### config.mk
export PLATFORM = sky130hd
export DESIGN_NAME = pc_unit
export DESIGN_NICKNAME = d
export VERILOG_FILES = /design/src/rtl/pc_pkg.sv /design/src/rtl/ras_stack.sv /design/src/rtl/pc_unit.sv
export SDC_FILE = /design/constraint.sdc
export NUM_CORES = 1
export LEC_CHECK = 0
export ABC_AREA = 1
export CAP_MARGIN = 0
export CORE_AREA = 3 3 157 159
export CTS_BUF_LIST = sky130_fd_sc_hd__clkbuf_8
export DETAILED_ROUTE_END_ITERATION = 10
export DIE_AREA = 0 0 160 162
export PLACE_DENSITY = 0.73
export SYNTH_ARGS = -nofsm -noshare
export SYNTH_HDL_FRONTEND = slang
export SYNTH_SLANG_ARGS = --single-unit
### constraint.sdc
create_clock -name clk -period 3.7 [get_ports clk]
set_clock_uncertainty 0.05 [all_clocks]
set_input_delay 0.74 -clock clk [delete_from_list [all_inputs] [get_ports clk]]
set_output_delay 0.74 -clock clk [all_outputs]
set_load 0.005 [all_outputs]
### src/rtl/pc_pkg.sv
// Shared definitions for the fetch-stage program counter and its return-address stack.
package pc_pkg;

  typedef enum logic [2:0] {
    SEL_FLUSH,
    SEL_HOLD,
    SEL_JR,
    SEL_JMP,
    SEL_BR,
    SEL_SEQ
  } sel_t;

  localparam int PC_STEP = 4;
  localparam logic [31:0] RESET_VEC_DEFAULT = 32'h0000_0000;

endpackage

### src/rtl/ras_stack.sv
// Circular return-address stack: push writes at wp, pop rewinds wp; when full, a push silently
// overwrites the oldest entry. Top and valid come from registered state only.
module ras_stack #(
  parameter int W     = 32,
  parameter int DEPTH = 4
) (
  input  logic         clk,
  input  logic         rst_n,
  input  logic         push,
  input  logic         pop,
  input  logic [W-1:0] push_data,
  output logic [W-1:0] top,
  output logic         valid
);

  localparam int PTR_W = $clog2(DEPTH);
  localparam int CNT_W = PTR_W + 1;

  logic [W-1:0]     entry [DEPTH];
  logic [PTR_W-1:0] wp;
  logic [PTR_W-1:0] top_idx;
  logic [CNT_W-1:0] count;
  logic             do_pop;
  logic             do_push;

  assign do_pop  = pop && (count != '0);
  assign do_push = push && !pop;

  always_ff @(posedge clk or negedge rst_n) begin
    if (!rst_n) begin
      wp    <= '0;
      count <= '0;
      for (int i = 0; i < DEPTH; i++) entry[i] <= '0;
    end else if (do_pop) begin
      wp    <= wp - 1'b1;
      count <= count - 1'b1;
    end else if (do_push) begin
      entry[wp] <= push_data;
      wp        <= wp + 1'b1;
      // Count saturates at DEPTH; the pointer keeps wrapping over the oldest entry.
      if (count != CNT_W'(DEPTH)) count <= count + 1'b1;
    end
  end

  assign top_idx = wp - 1'b1;
  assign valid   = (count != '0);
  assign top     = valid ? entry[top_idx] : '0;

endmodule

### src/rtl/pc_unit.sv
// Fetch-stage program counter: flush/stall/jr/jump/branch/sequential next-PC priority,
// sticky misalignment flag on jr/flush targets, and a return-address stack for call/return.
module pc_unit
  import pc_pkg::*;
#(
  parameter int                ADDR_W    = 32,
  parameter logic [ADDR_W-1:0] RESET_VEC = ADDR_W'(RESET_VEC_DEFAULT),
  parameter int                RAS_DEPTH = 4,
  parameter int                IMM_W     = 16,
  parameter int                JADDR_W   = 26
) (
  input  logic               clk,
  input  logic               rst_n,
  input  logic               stall,
  input  logic               flush,
  input  logic [ADDR_W-1:0]  flush_target,
  input  logic               is_jmp,
  input  logic               is_jal,
  input  logic               is_jr,
  input  logic               is_ret,
  input  logic               is_br,
  input  logic [IMM_W-1:0]   imm,
  input  logic [JADDR_W-1:0] jmp_addr,
  input  logic [ADDR_W-1:0]  rrs,
  output logic [ADDR_W-1:0]  pc,
  output logic [ADDR_W-1:0]  pc_plus4,
  output logic [ADDR_W-1:0]  ras_top,
  output logic               ras_valid,
  output logic               misalign
);

  sel_t              sel;
  logic [ADDR_W-1:0] next_pc;
  logic [ADDR_W-1:0] br_off;
  logic [ADDR_W-1:0] jmp_target;
  logic              misalign_set;

  assign pc_plus4   = pc + ADDR_W'(PC_STEP);
  assign br_off     = {{(ADDR_W-IMM_W){imm[IMM_W-1]}}, imm} << 2;
  assign jmp_target = {pc_plus4[ADDR_W-1:JADDR_W+2], jmp_addr, 2'b00};

  always_comb begin
    sel = SEL_SEQ;
    if (flush)       sel = SEL_FLUSH;
    else if (stall)  sel = SEL_HOLD;
    else if (is_jr)  sel = SEL_JR;
    else if (is_jmp) sel = SEL_JMP;
    else if (is_br)  sel = SEL_BR;
  end

  // Register/flush targets are used as given apart from the low two bits, which are dropped.
  always_comb begin
    next_pc      = pc_plus4;
    misalign_set = 1'b0;
    case (sel)
      SEL_FLUSH: begin
        next_pc      = {flush_target[ADDR_W-1:2], 2'b00};
        misalign_set = (flush_target[1:0] != 2'b00);
      end
      SEL_HOLD: next_pc = pc;
      SEL_JR: begin
        next_pc      = {rrs[ADDR_W-1:2], 2'b00};
        misalign_set = (rrs[1:0] != 2'b00);
      end
      SEL_JMP: next_pc = jmp_target;
      SEL_BR:  next_pc = pc_plus4 + br_off;
      default: next_pc = pc_plus4;
    endcase
  end

  always_ff @(posedge clk or negedge rst_n) begin
    if (!rst_n) begin
      pc       <= RESET_VEC;
      misalign <= 1'b0;
    end else begin
      pc <= next_pc;
      if (misalign_set) misalign <= 1'b1;
    end
  end

  // Selecting jr/jump already implies !flush && !stall, and jr outranks jump, so pop wins.
  ras_stack #(
    .W     (ADDR_W),
    .DEPTH (RAS_DEPTH)
  ) u_ras (
    .clk       (clk),
    .rst_n     (rst_n),
    .push      ((sel == SEL_JMP) && is_jal),
    .pop       ((sel == SEL_JR) && is_ret),
    .push_data (pc_plus4),
    .top       (ras_top),
    .valid     (ras_valid)
  );

endmodule

## After elaboration in Yosys (flattened, before gate mapping)

Index checks and enable logic that the tools add are counted.

- Output and inout bits: 98
- Flip-flop bits (word level): 166
- Bits of input ports: 115

- Reduce and logical (&&, ||, !) cells: 14
- Bitwise gates (word level): 3
- Multiplexer cells: 19
- $lt $le $gt $ge: 3
- Add/sub/neg operators: 6
- Equality and inequality tests: 5

Operators with widths:

| operator | count |
|---|---|
| one-hot mux 32 bit (5 select lines) | 1 |
| bitwise mux 128 bit | 1 |
| two-way mux 32 bit | 4 |
| binary-select mux 32 bit (select 2 bit) | 1 |
| demux 32 bit (select 2 bit) | 1 |
| adder 32 x 3 -> 32 bit (second input constant) | 1 |
| adder 32 bit | 1 |
| two-way mux 3 bit | 7 |
| nonzero test 2 bit | 4 |
| == test 3 x 2 -> 1 bit (second input constant) | 2 |
| greater-or-equal comparator 3 bit (second input constant) | 2 |
| inverter 2 -> 3 bit | 2 |
| logical AND 1 bit | 5 |
| two-way mux 2 bit | 2 |
| AND reduction 2 bit | 2 |
| adder 3 x 1 -> 3 bit (second input constant) | 1 |
| == test 3 x 1 -> 1 bit (second input constant) | 1 |
| == test 3 bit (second input constant) | 1 |
| zero test 3 bit | 1 |
| < comparator 3 x 1 -> 1 bit (second input constant) | 1 |
| inequality test 3 bit (second input constant) | 1 |
| nonzero test 3 bit | 1 |
| subtractor 3 x 1 -> 3 bit (second input constant) | 1 |
| adder 2 x 1 -> 2 bit (second input constant) | 1 |
| 5 further kinds | 5 |

## Depth between registers and ports, before layout

Gate-level depths: netlist (run 1).

- Word-level depth: 11
- Mapped depth: 27
- Depth with buffers taken out: 27

## Modules after synthesis

Synthesis (run 1) repeated with hierarchy kept, for this count alone.

- Cell total of the unflattened synthesis: 1634
- Area, all modules: 11234.5 um^2

Modules (own cells, without submodules):

| module | instances | cells each | seq. area each (um^2) | area an instance (um^2) |
|---|---|---|---|---|
| ras_stack | 1 | 738 | 3328.2 | 6052.1 |
| pc_unit | 1 | 896 | 775.7 | 5182.5 |

## Least setup slack after synthesis (run 1)

Ideal clock, no wire load.

- Kind: flip-flop to flip-flop
- Start point: reg pc[2]
- End point: reg pc[15]
- Cell stages (with the launch flop): 20
- Library setup time: 117 ps
- Required time: 3533 ps
- Slack: 669 ps
- Path buffers: 0
- Arrival: 2864 ps
- Cells stage by stage: dfrtp_1 -> ha_1 -> nand2_1 -> nor2_4 -> nand2_4 -> nor2_8 -> nand2_4 -> xor2_1 -> ha_1 -> nand2_1 -> inv_1 -> nand2_1 -> nand2_1 -> a21oi_1 -> nand2_1 -> or2_2 -> nand3_1 -> nand4_1 -> nand2_1 -> nand2_1

- Cells in the longest elaborated chain, start to end: 3

Ends and longest elaborated chain:

| what | RTL line | source |
|---|---|---|
| start, declared | pc_unit.sv:25 | `output logic [ADDR_W-1:0] pc,` |
| start signal, assigned | pc_unit.sv:76 | `pc <= next_pc;` |
| adder 32 x 3 -> 32 bit | pc_unit.sv:38 | `assign pc_plus4 = pc + ADDR_W'(PC_STEP);` |
| via pc_plus4[14] | pc_unit.sv:26 | `output logic [ADDR_W-1:0] pc_plus4,` |
| adder 32 bit | pc_unit.sv:66 | `SEL_BR: next_pc = pc_plus4 + br_off;` |
| one-hot mux 32 bit (5 select lines) | pc_unit.sv:55 | `case (sel)` |

The timed path passes the listed nets, and every way through them passes these cells.
A chain may end at the register's enable or synchronous reset.

## Worst setup path after layout (run 1)

- Start point: reg pc[7]
- End point: out pc_plus4[25]

- Cells in the longest elaborated chain, start to end: 1

Ends and longest elaborated chain:

| what | RTL line |
|---|---|
| adder 32 x 3 -> 32 bit | pc_unit.sv:38 |
| end, declared | pc_unit.sv:26 |

Every way passes these cells.

==> flow_summary.toml, run 1 <==
[place]
place_congestion = 0.994
dpl.hpwl_mm = 28.9
placed_cell_area_sq_mm = 0.0134
port-buffer-count = 206
pre_cts_ws_ns = -0.113

[route]
drc_errors = 0
drtIter0Drc = 951
vias = 11600
dr.pass1.iters = 5
ant_nets = 0
avgRoutedWirePerCell_microns = 18.0
wirelength_mm = 38.3
viasPerCell = 5.44

[worst_setup_path]
worstPathCellList = "nand2_2 -> nor2_4 -> nand2_2 -> nor2_8 -> nand2_4 -> inv_2 -> nand3_1 -> nand2_1 -> inv_1 -> clkdlybuf4s50_1"
max_stage_delay_ns = 0.49
cp_max_fo = 8
setup.worst_path.end_class = "primary output"
crit_arrival_ns = 2.79
critical_path_class = "reg -> out"
crit_top_cell = "nand2_2"
crit_slowest_cell = "clkdlybuf4s50_1"
crit_required_ns = 2.91
cp-start-kind = "flip-flop"

[global_route]
grt_max_degree = 64
grt_pass1_vias = 10900
grt_first_pass_wirelength_mm = 60.2
grt-ovfl-total = 0
antenna_found_initial = 0
grt.total_usage_pct = 29.4

[timing]
period_needed_ns = 3.58
tightestPinTransition_ns = 0.821
grt_setup_unrepaired = "no"
relSlewSlack_pct = 44.9
fin_crit_sh_pct = 96.8
max_freq_mhz = 279
final_max_slew_viol_count = 0
hold_viol = 0
worst_slack_ns = 0.117
setup_violations = 0

[cells_and_area]
antenna_cells = 0
design_area_sq_mm = 0.0139
drive_above_1_share_pct = 8.81
multiInputGateArea_sq_mm = 0.00613
regArea_sq_mm = 0.00391
nNetsFinal = 1947
fill_cells = 2217
area_delta_synth_final_pct = 27.9

[die]
die-height_microns = 162
die_area_sq_mm = 0.0259
coreArea_sq_mm = 0.0234
rows = 56
fp.dieW_microns = 160
io_pins = 213
start_util_pct = 46.6

[cts]
cts.sinks = 156
cts_buffer_depth = 2
clk_latency_ns = 0.47
path_clk_slew_ns = 0.09
htreeDepth = 4
cts_inserted_buffers = 17
cts_tree = "built"
cts_root_buffer = "clkbuf_8"

[pwr]
p_seq_share_pct = 32.0
p_int_w = 0.00488
p_sw_w = 0.00346
sw_frac_of_total_pct = 41.5
irDropWorstVdd_mv = 0.321
combPwrFrac_pct = 51.9
p_leak_nw = 6.75
clockPowerShare_pct = 16.1
power_density_mw_per_mm2 = 599

[yosys]
ys_async_sr_fraction_pct = 100
synth.avg_cell_area_sq_um = 6.87
ys_ff_latch = 156
synth_edf_count = 0
synth_common_cells = "nand2_1, o21ai_0, nor2_1, dfrtp_1, inv_1"
synth_area_leader_cell = "dfrtp_1"
yosysWarnings = 0
ys_seq_area_share_pct = 35.8
synth-main-ff-cell = "dfrtp_1"
synth.area.top_cells = "dfrtp_1, nand2_1, o21ai_0"
synthesis.area_sq_mm = 0.0109
syn_inst = 1585
synth_most_common_cell = "nand2_1"
ys_types = 51
synth_top_area_share_pct = 35.8

[worst_hold_path]
min_path_type = "in -> async"

[run]
drv_cap = 0

[outcome]
status = "completed"
[what timing repair did]
| item | 4_1_cts | 5_1_grt |
|---|---|---|
| resized for setup | 3 | 19 |
| pin swaps | 0 | 2 |
| hold buffers | 0 | 0 |
| setup endpoints to repair | 4 | 30 |
| setup buffers | 2 | 4 |
| gates cloned | 0 | 0 |
[worst max-delay path: cells and delay by family, from the launching register on]
family                 cells  cell delay (ns)
AND/OR/NAND/NOR            7             1.12
buffers and inverters      3             0.72
flip-flops                 1             0.48
[path summary, 6_finish.rpt]
path                       startpoint                to  slack, ns  depth (start not counted)
hold / removal                  rst_n  u_ras.entry[104]       0.18                          1
min in group clk             misalign          misalign       0.43                          1
setup / recovery                pc[7]      pc_plus4[25]       0.12                         10
hold reg to reg              misalign          misalign       0.43                          1
max in group asynchronous       rst_n             pc[2]       2.47                          2
setup reg to reg                pc[7]            pc[24]       0.12                         16
[state kept, by name (all words and copies together) (netlist names)]
register and cells:
pc 30, misalign 1, u_ras.entry 120, u_ras.wp 2, u_ras.count 3
[cell usage in the layout, fill, tap and decap left out, drive strengths merged]
cell and count:
o211ai 2, o2111ai 2, a21o 2, nor2 178, clkdlybuf4s50 204, nand4 22, conb 6, o221ai 1
a21boi 1, a22o 10, inv 169, clkinv 4, nor3 12, nor3b 1, ha 39, o21ai 213
a21oi 97, fa 2, dfrtp 156, xnor2 6, clkinvlp 2, a22oi 11, or2 7, and3 5
a221oi 1, nand3 69, bufinv 2, nand3b 12, o21bai 5, a31o 1, and2 2, nor4 3
nand2 469, buf 49, clkbuf 17, a211oi 6, a31oi 2, xor2 13, dlymetal6s2s 1
[area by class of cell]
cell class	instances	share of cell area [%]
flip-flops and latches	156	28.1
clock buffers	17	1.68
repair buffers	254	17.7
well taps	319	2.86
clock inverters	15	1.29
multi-input cells	1200	44.0
inverters	162	4.38
[power groups by stage]
| stage | Clock, W | Combinational, W | Sequential (W) |
|---|---|---|---|
| after floorplan | 0 | 0.00239 | 0.00259 |
| after global placement | 0 | 0.00424 | 0.00266 |
| after detailed placement | 0 | 0.00428 | 0.00269 |
| after CTS | 0.00136 | 0.00431 | 0.00266 |
| after global routing | 0.00143 | 0.00484 | 0.00274 |
| final | 0.00134 | 0.00433 | 0.00267 |
[per-stage QoR]
stage               utilization, %  power [W]  TNS [ns]  hold slack (ns)  std cells
floorplan                        -    0.00498         0            0.394       1590
global placement              57.3    0.00691    -0.130            0.406       2085
detailed placement            57.3    0.00697    -0.185            0.411       2085
CTS                           59.2    0.00833         0            0.198       2119
global route                  59.5    0.00900         0            0.209       2123
finish                        59.5    0.00834         0            0.179       2123
[layer usage]
metal	wire, microns	track usage (%)	part of all wire, %	up-vias
met5	0	0	0	-
met4	922	8.72	2.4	0
met3	3090	5.41	8.1	76
met2	18000	48.8	47	495
met1	16200	39.5	42	5409
li1	-	-	-	5575
[logic make-up (layout without fill, tap and decap cells)]
| family | after synthesis | after routing | synth area share (%) |
|---|---|---|---|
| and+or+nand+nor | 780 | 780 | 31.3 |
| AOI/OAI and AO/OA | 354 | 354 | 17.5 |
| buffers and inverters | 234 | 448 | 8.58 |
| DFF | 156 | 156 | 35.8 |
| adders and majority gates | 41 | 41 | 4.85 |
| xor gates and xnor gates | 19 | 19 | 1.87 |
| other | 1 | 6 | 0.0344 |
No activity file was read; power rests on OpenSTA's default activity.
==> run 2: changes to the inputs <==
--- a/config.mk
+++ b/config.mk
@@ -11,6 +11,7 @@
 export CTS_BUF_LIST = sky130_fd_sc_hd__clkbuf_8
 export DETAILED_ROUTE_END_ITERATION = 10
 export DIE_AREA = 0 0 160 162
+export GPL_TIMING_DRIVEN = 0
 export PLACE_DENSITY = 0.73
 export SYNTH_ARGS = -nofsm -noshare
 export SYNTH_HDL_FRONTEND = slang
==> run 2 against run 1 <==
Against the previous run:
- sequential power about the same
- worst setup slack improved by 0.011 ns
- final area increased by 1.1%
- sequential share of layout area decreased by 0.27 points
- fmax increased by 0.31%
- clock power decreased by 7%
- combinational power increased by 4%
- non-clock buffer count increased by 34
- first-iteration DRC count increased by 3.7%
- cell count increased by 1.6%
- core utilization increased by 0.65 points
- worst hold slack improved by 0.038 ns
- critical path type unchanged
==> flow_summary.toml, run 2 (synthesis gave the netlist of run 1 again) <==
[cells_and_area]
area_delta_synth_final_pct = 29.3
drive_above_1_share_pct = 10.2
top_register = "u_ras.entry"
nNetsFinal = 1981
regArea_sq_mm = 0.00392
fill_cells = 2238
antenna_cells = 0
largest_registers = "u_ras.entry x120, pc x30, u_ras.count x3"
final_common_cell = "nand2_1"
largest_reg_flops = 120
multiInputGateArea_sq_mm = 0.00627
layout_common_cells = "nand2_1, clkdlybuf4s50_1, o21ai_0, nor2_1, inv_1"

[route]
dr.pass1.iters = 6
vias = 11600
wirelength_mm = 41.2
drc_errors = 0
viasPerCell = 5.37
drtIter0Drc = 986
avgRoutedWirePerCell_microns = 19.1
ant_nets = 0

[die]
fp.dieW_microns = 160
die-height_microns = 162
die_area_sq_mm = 0.0259
rows = 56
coreArea_sq_mm = 0.0234
start_util_pct = 46.6
io_pins = 213

[cts]
path_clk_slew_ns = 0.10
htreeDepth = 4
cts.sinks = 156
cts_inserted_buffers = 17
cts_root_buffer = "clkbuf_8"
cts_hold_buffers = 0
cts_buffer_depth = 2
clk_latency_ns = 0.46
cts_tree = "built"

[pwr]
power_density_mw_per_mm2 = 597
p_leak_nw = 6.76
p_total_w = 0.00841
irDropWorstVdd_mv = 0.318

[run]
drv_cap = 0

[timing]
final_max_slew_viol_count = 0
tightestPinTransition_ns = 0.955
hold_viol = 0
holdWs_ns = 0.217
fin_setup_tns_ns = 0
max_freq_mhz = 280
relSlewSlack_pct = 36.1
period_needed_ns = 3.57
fin_crit_sh_pct = 96.5
grt_setup_unrepaired = "no"
setup_violations = 0

[global_route]
grt-ovfl-total = 0
grt_pass1_vias = 11300
grt.total_usage_pct = 31.5
grt_max_degree = 88
antenna_found_initial = 0
grt_first_pass_wirelength_mm = 63.4

[worst_setup_path]
crit_arrival_ns = 2.78
crit_required_ns = 2.91
cp_max_fo = 11
critical_path_class = "reg -> out"
cp-start-kind = "flip-flop"
setup.worst_path.end_class = "primary output"

[worst_hold_path]
min_path_type = "in -> async"

[place]
place_congestion = 1.04
port-buffer-count = 205
dpl.hpwl_mm = 32.7

[outcome]
status = "completed"
run 2: cell count changes in the layout (fill, tap and decap cells not counted), moves of 5 or more:
| cell | change |
|---|---|
| clkinv_4 | +5 |
| a21oi_1 | -5 |
| a21oi_2 | +5 |
| clkbuf_1 | +34 |
| xor2_1 | -7 |
| buf_4 | -28 |
| buf_2 | +27 |
| xor2_4 | +5 |
| nand2_1 | -5 |
| nand2_2 | +5 |
run 2: layout make-up:
class,count,share of cell area [%]
Sequential cell,156,27.8
Tap cell,319,2.83
Clock inverter,14,0.977
Clock buffer,18,1.76
Buffer,71,2.39
Multi-Input combinational cell,1200,44.5
Timing Repair Buffer,217,15.4
Inverter,162,4.33
run 2: report_power, final:
part | total (W) | switching, W | leakage, nW | internal [W]
logic | 0.00450 | 0.00252 | 4.58 | 0.00198
registers | 0.00267 | 0.000365 | 1.99 | 0.00230
clock network | 0.00125 | 0.000688 | 0.195 | 0.000562
run 2: worst max-delay path: stages (launching register included):
cell	delay, ns
dfrtp_2	0.37
inv_1	0.10
buf_6	0.17
ha_1	0.34
inv_1	0.12
clkbuf_4	0.24
nor2_1	0.11
o21ai_0	0.08
a21oi_1	0.25
clkdlybuf4s50_1	0.55
run 2: timing repair:
item                       CTS  global route
buffers inserted             4             7
gates resized for setup     21            47
setup endpoints to repair   62            60
pin swaps                    0             5
run 2: through the flow:
stage	area [sq um]	utilization (%)	worst slack, ns	std cells
finish	14100	60.2	0.128	2157
global route	14100	60.2	0.00271	2157
CTS	13900	59.3	0.000197	2150
detailed placement	13400	57.2	-0.551	2115
global placement	13400	57.1	-4.56	2114
floorplan	10900	-	0.669	1590
run 2: worst paths after layout:
| path | startpoint | end | slack, ns | cells past startpoint |
|---|---|---|---|---|
| min in group clk | u_ras.entry[24] | u_ras.entry[24] | 0.43 | 2 |
| hold / removal | rst_n | u_ras.entry[73] | 0.22 | 1 |
| setup / recovery | u_ras.wp[0] | ras_top[2] | 0.13 | 9 |
| setup reg to reg | pc[2] | pc[20] | 0.17 | 20 |
| hold reg to reg | u_ras.entry[24] | u_ras.entry[24] | 0.43 | 2 |
| max in group asynchronous | rst_n | pc[18] | 2.51 | 2 |
run 2: per-layer routing:
metal	GRT usage, %	up-vias	wire [microns]
li1	-	5628	-
met1	39.3	5399	16700
met2	56.9	472	20600
met3	3.65	80	2510
met4	10.1	0	1350
met5	0	-	0
==> run 3: changes to the inputs <==
--- a/config.mk
+++ b/config.mk
@@ -6,13 +6,14 @@
 export NUM_CORES = 1
 export LEC_CHECK = 0
 export ABC_AREA = 1
-export CAP_MARGIN = 0
+export CAP_MARGIN = 20
 export CORE_AREA = 3 3 157 159
 export CTS_BUF_LIST = sky130_fd_sc_hd__clkbuf_8
 export DETAILED_ROUTE_END_ITERATION = 10
 export DIE_AREA = 0 0 160 162
 export GPL_TIMING_DRIVEN = 0
 export PLACE_DENSITY = 0.73
+export SLEW_MARGIN = 5
 export SYNTH_ARGS = -nofsm -noshare
 export SYNTH_HDL_FRONTEND = slang
 export SYNTH_SLANG_ARGS = --single-unit
==> run 3 against run 2 <==
Against the previous run:
- die area unchanged
- total power about the same
- routed wire length up 0.17%
- via count up 0.26%
- first-iteration DRC count down 8.5%
- largest power group unchanged
- highest routed layer unchanged
==> flow_summary.toml, run 3 (synthesis gave the netlist of run 1 again) <==
[timing]
tightestPinTransition_ns = 0.988
grt_setup_unrepaired = "yes"
max_freq_mhz = 279
relSlewSlack_pct = 33.9
hold_viol = 0
fin_crit_sh_pct = 97.0
holdWs_ns = 0.181
final_max_slew_viol_count = 0
setup_violations = 0
period_needed_ns = 3.59

[worst_setup_path]
cp_top_family = "simple AND/OR/NAND/NOR gates"
reg2reg_from = "pc[3]"
rrSetupSlack_ns = 0.17
max_stage_delay_ns = 0.57
crit_slowest_cell = "clkdlybuf4s50_1"
r2r_cells = 18
worst-path-buf-inv = 2
critical_path_class = "reg -> out"
reg2reg_to = "pc[15]"
setup.worst_path.end_class = "primary output"
crit_arrival_ns = 2.80
crit_required_ns = 2.91
cp_max_fo = 6
cp-start-kind = "flip-flop"
worstPathCellList = "ha_2 -> nand2_1 -> nor2_4 -> nand2_4 -> nor2_8 -> nand2_4 -> inv_4 -> nand2_4 -> xnor2_4 -> clkdlybuf4s50_1"
crit_top_cell = "nand2_4"

[cts]
htreeDepth = 4
cts_inserted_buffers = 17
cts_buffer_depth = 2
path_clk_slew_ns = 0.09
cts.sinks = 156
cts_hold_buffers = 0
cts_root_buffer = "clkbuf_8"
cts_tree = "built"
clk_latency_ns = 0.45

[cells_and_area]
design_area_sq_mm = 0.0141
largest_registers = "u_ras.entry x120, pc x30, u_ras.count x3"
area_delta_synth_final_pct = 29.3
antenna_cells = 0
drive_above_1_share_pct = 9.90
regArea_sq_mm = 0.00391
top_register = "u_ras.entry"
multiInputGateArea_sq_mm = 0.00627
largest_reg_flops = 120
nNetsFinal = 1982
fill_cells = 2274
final_common_cell = "nand2_1"
layout_common_cells = "nand2_1, clkdlybuf4s50_1, o21ai_0, nor2_1"

[global_route]
antenna_found_initial = 0
grt.total_usage_pct = 31.4
grt_max_degree = 88
grt-ovfl-total = 0
grt_pass1_vias = 11200
grt_first_pass_wirelength_mm = 63.2

[die]
coreArea_sq_mm = 0.0234
start_util_pct = 46.6
fp.dieW_microns = 160
rows = 56
die_area_sq_mm = 0.0259
die-height_microns = 162
io_pins = 213

[route]
viasPerCell = 5.38
dr.pass1.iters = 6
drtIter0Drc = 902
wirelength_mm = 41.2
ant_nets = 0
avgRoutedWirePerCell_microns = 19.1
vias = 11600
drc_errors = 0

[run]
drv_cap = 0

[place]
place_congestion = 1.04
dpl.hpwl_mm = 32.6
port-buffer-count = 205
placed_cell_area_sq_mm = 0.0134

[pwr]
irDropWorstVdd_mv = 0.352
p_leak_nw = 6.75
power_density_mw_per_mm2 = 597

[outcome]
status = "completed"

[worst_hold_path]
min_path_type = "in -> async"
run 3: cell types whose count changed in the layout (fill, tap and decap cells not counted), sizes merged:
cell / previous run / this run
clkinv: 9 / 4
clkbuf: 55 / 57
clkinvlp: 1 / 6
inv: 165 / 164
run 3: power by group:
group          leakage (nW)  switching, W  internal (W)
logic                  4.57       0.00252       0.00200
clock network         0.177      0.000659      0.000568
registers              2.00      0.000369       0.00230
total                  6.75       0.00355       0.00487
run 3: metal layers:
| metal | global-route usage [%] | wire length, microns | vias to the layer above |
|---|---|---|---|
| met4 | 12.1 | 1780 | 0 |
| met3 | 3.95 | 2700 | 97 |
| met5 | 0 | 0 | - |
| met1 | 39.5 | 16400 | 5401 |
| li1 | - | - | 5626 |
| met2 | 55.1 | 20300 | 485 |
run 3: what timing repair did:
action,4_1_cts,5_1_grt
setup buffers,4,7
resized for setup,22,42
pin swaps,3,5
setup endpoints to repair,60,57
run 3: area by class of cell:
class / instances / share of cell area, %
Buffer: 71 / 2.41
Clock buffer: 19 / 1.86
Clock inverter: 13 / 0.826
Inverter: 162 / 4.35
Multi-Input combinational cell: 1200 / 44.5
Sequential cell: 156 / 27.8
Tap cell: 319 / 2.83
Timing Repair Buffer: 218 / 15.4
run 3: worst max path at each step:
stage                startpoint            to  slack (ns)  depth (start not counted)
finish                    pc[3]  pc_plus4[20]        0.11                         10
global placement          rst_n        pc[31]       -4.56                          1
floorplan                 pc[2]        pc[15]        0.67                         19
global route             pc[13]  pc_plus4[29]       -0.06                         11
detailed placement        pc[2]        pc[15]       -0.55                         19
CTS                 u_ras.wp[0]   ras_top[26]        0.01                          9
run 3: stage by stage:
stage	worst slack [ns]	instances	TNS [ns]	utilization, %	power (W)
final	0.111	2158	0	60.2	0.00841
after global routing	-0.0642	2158	-0.318	60.2	0.00904
after CTS	0.0144	2151	0	59.3	0.00831
after detailed placement	-0.553	2116	-8.97	57.3	0.00701
after global placement	-4.56	2114	-717.45	57.1	0.00693
after floorplan	0.669	1590	0	-	0.00498
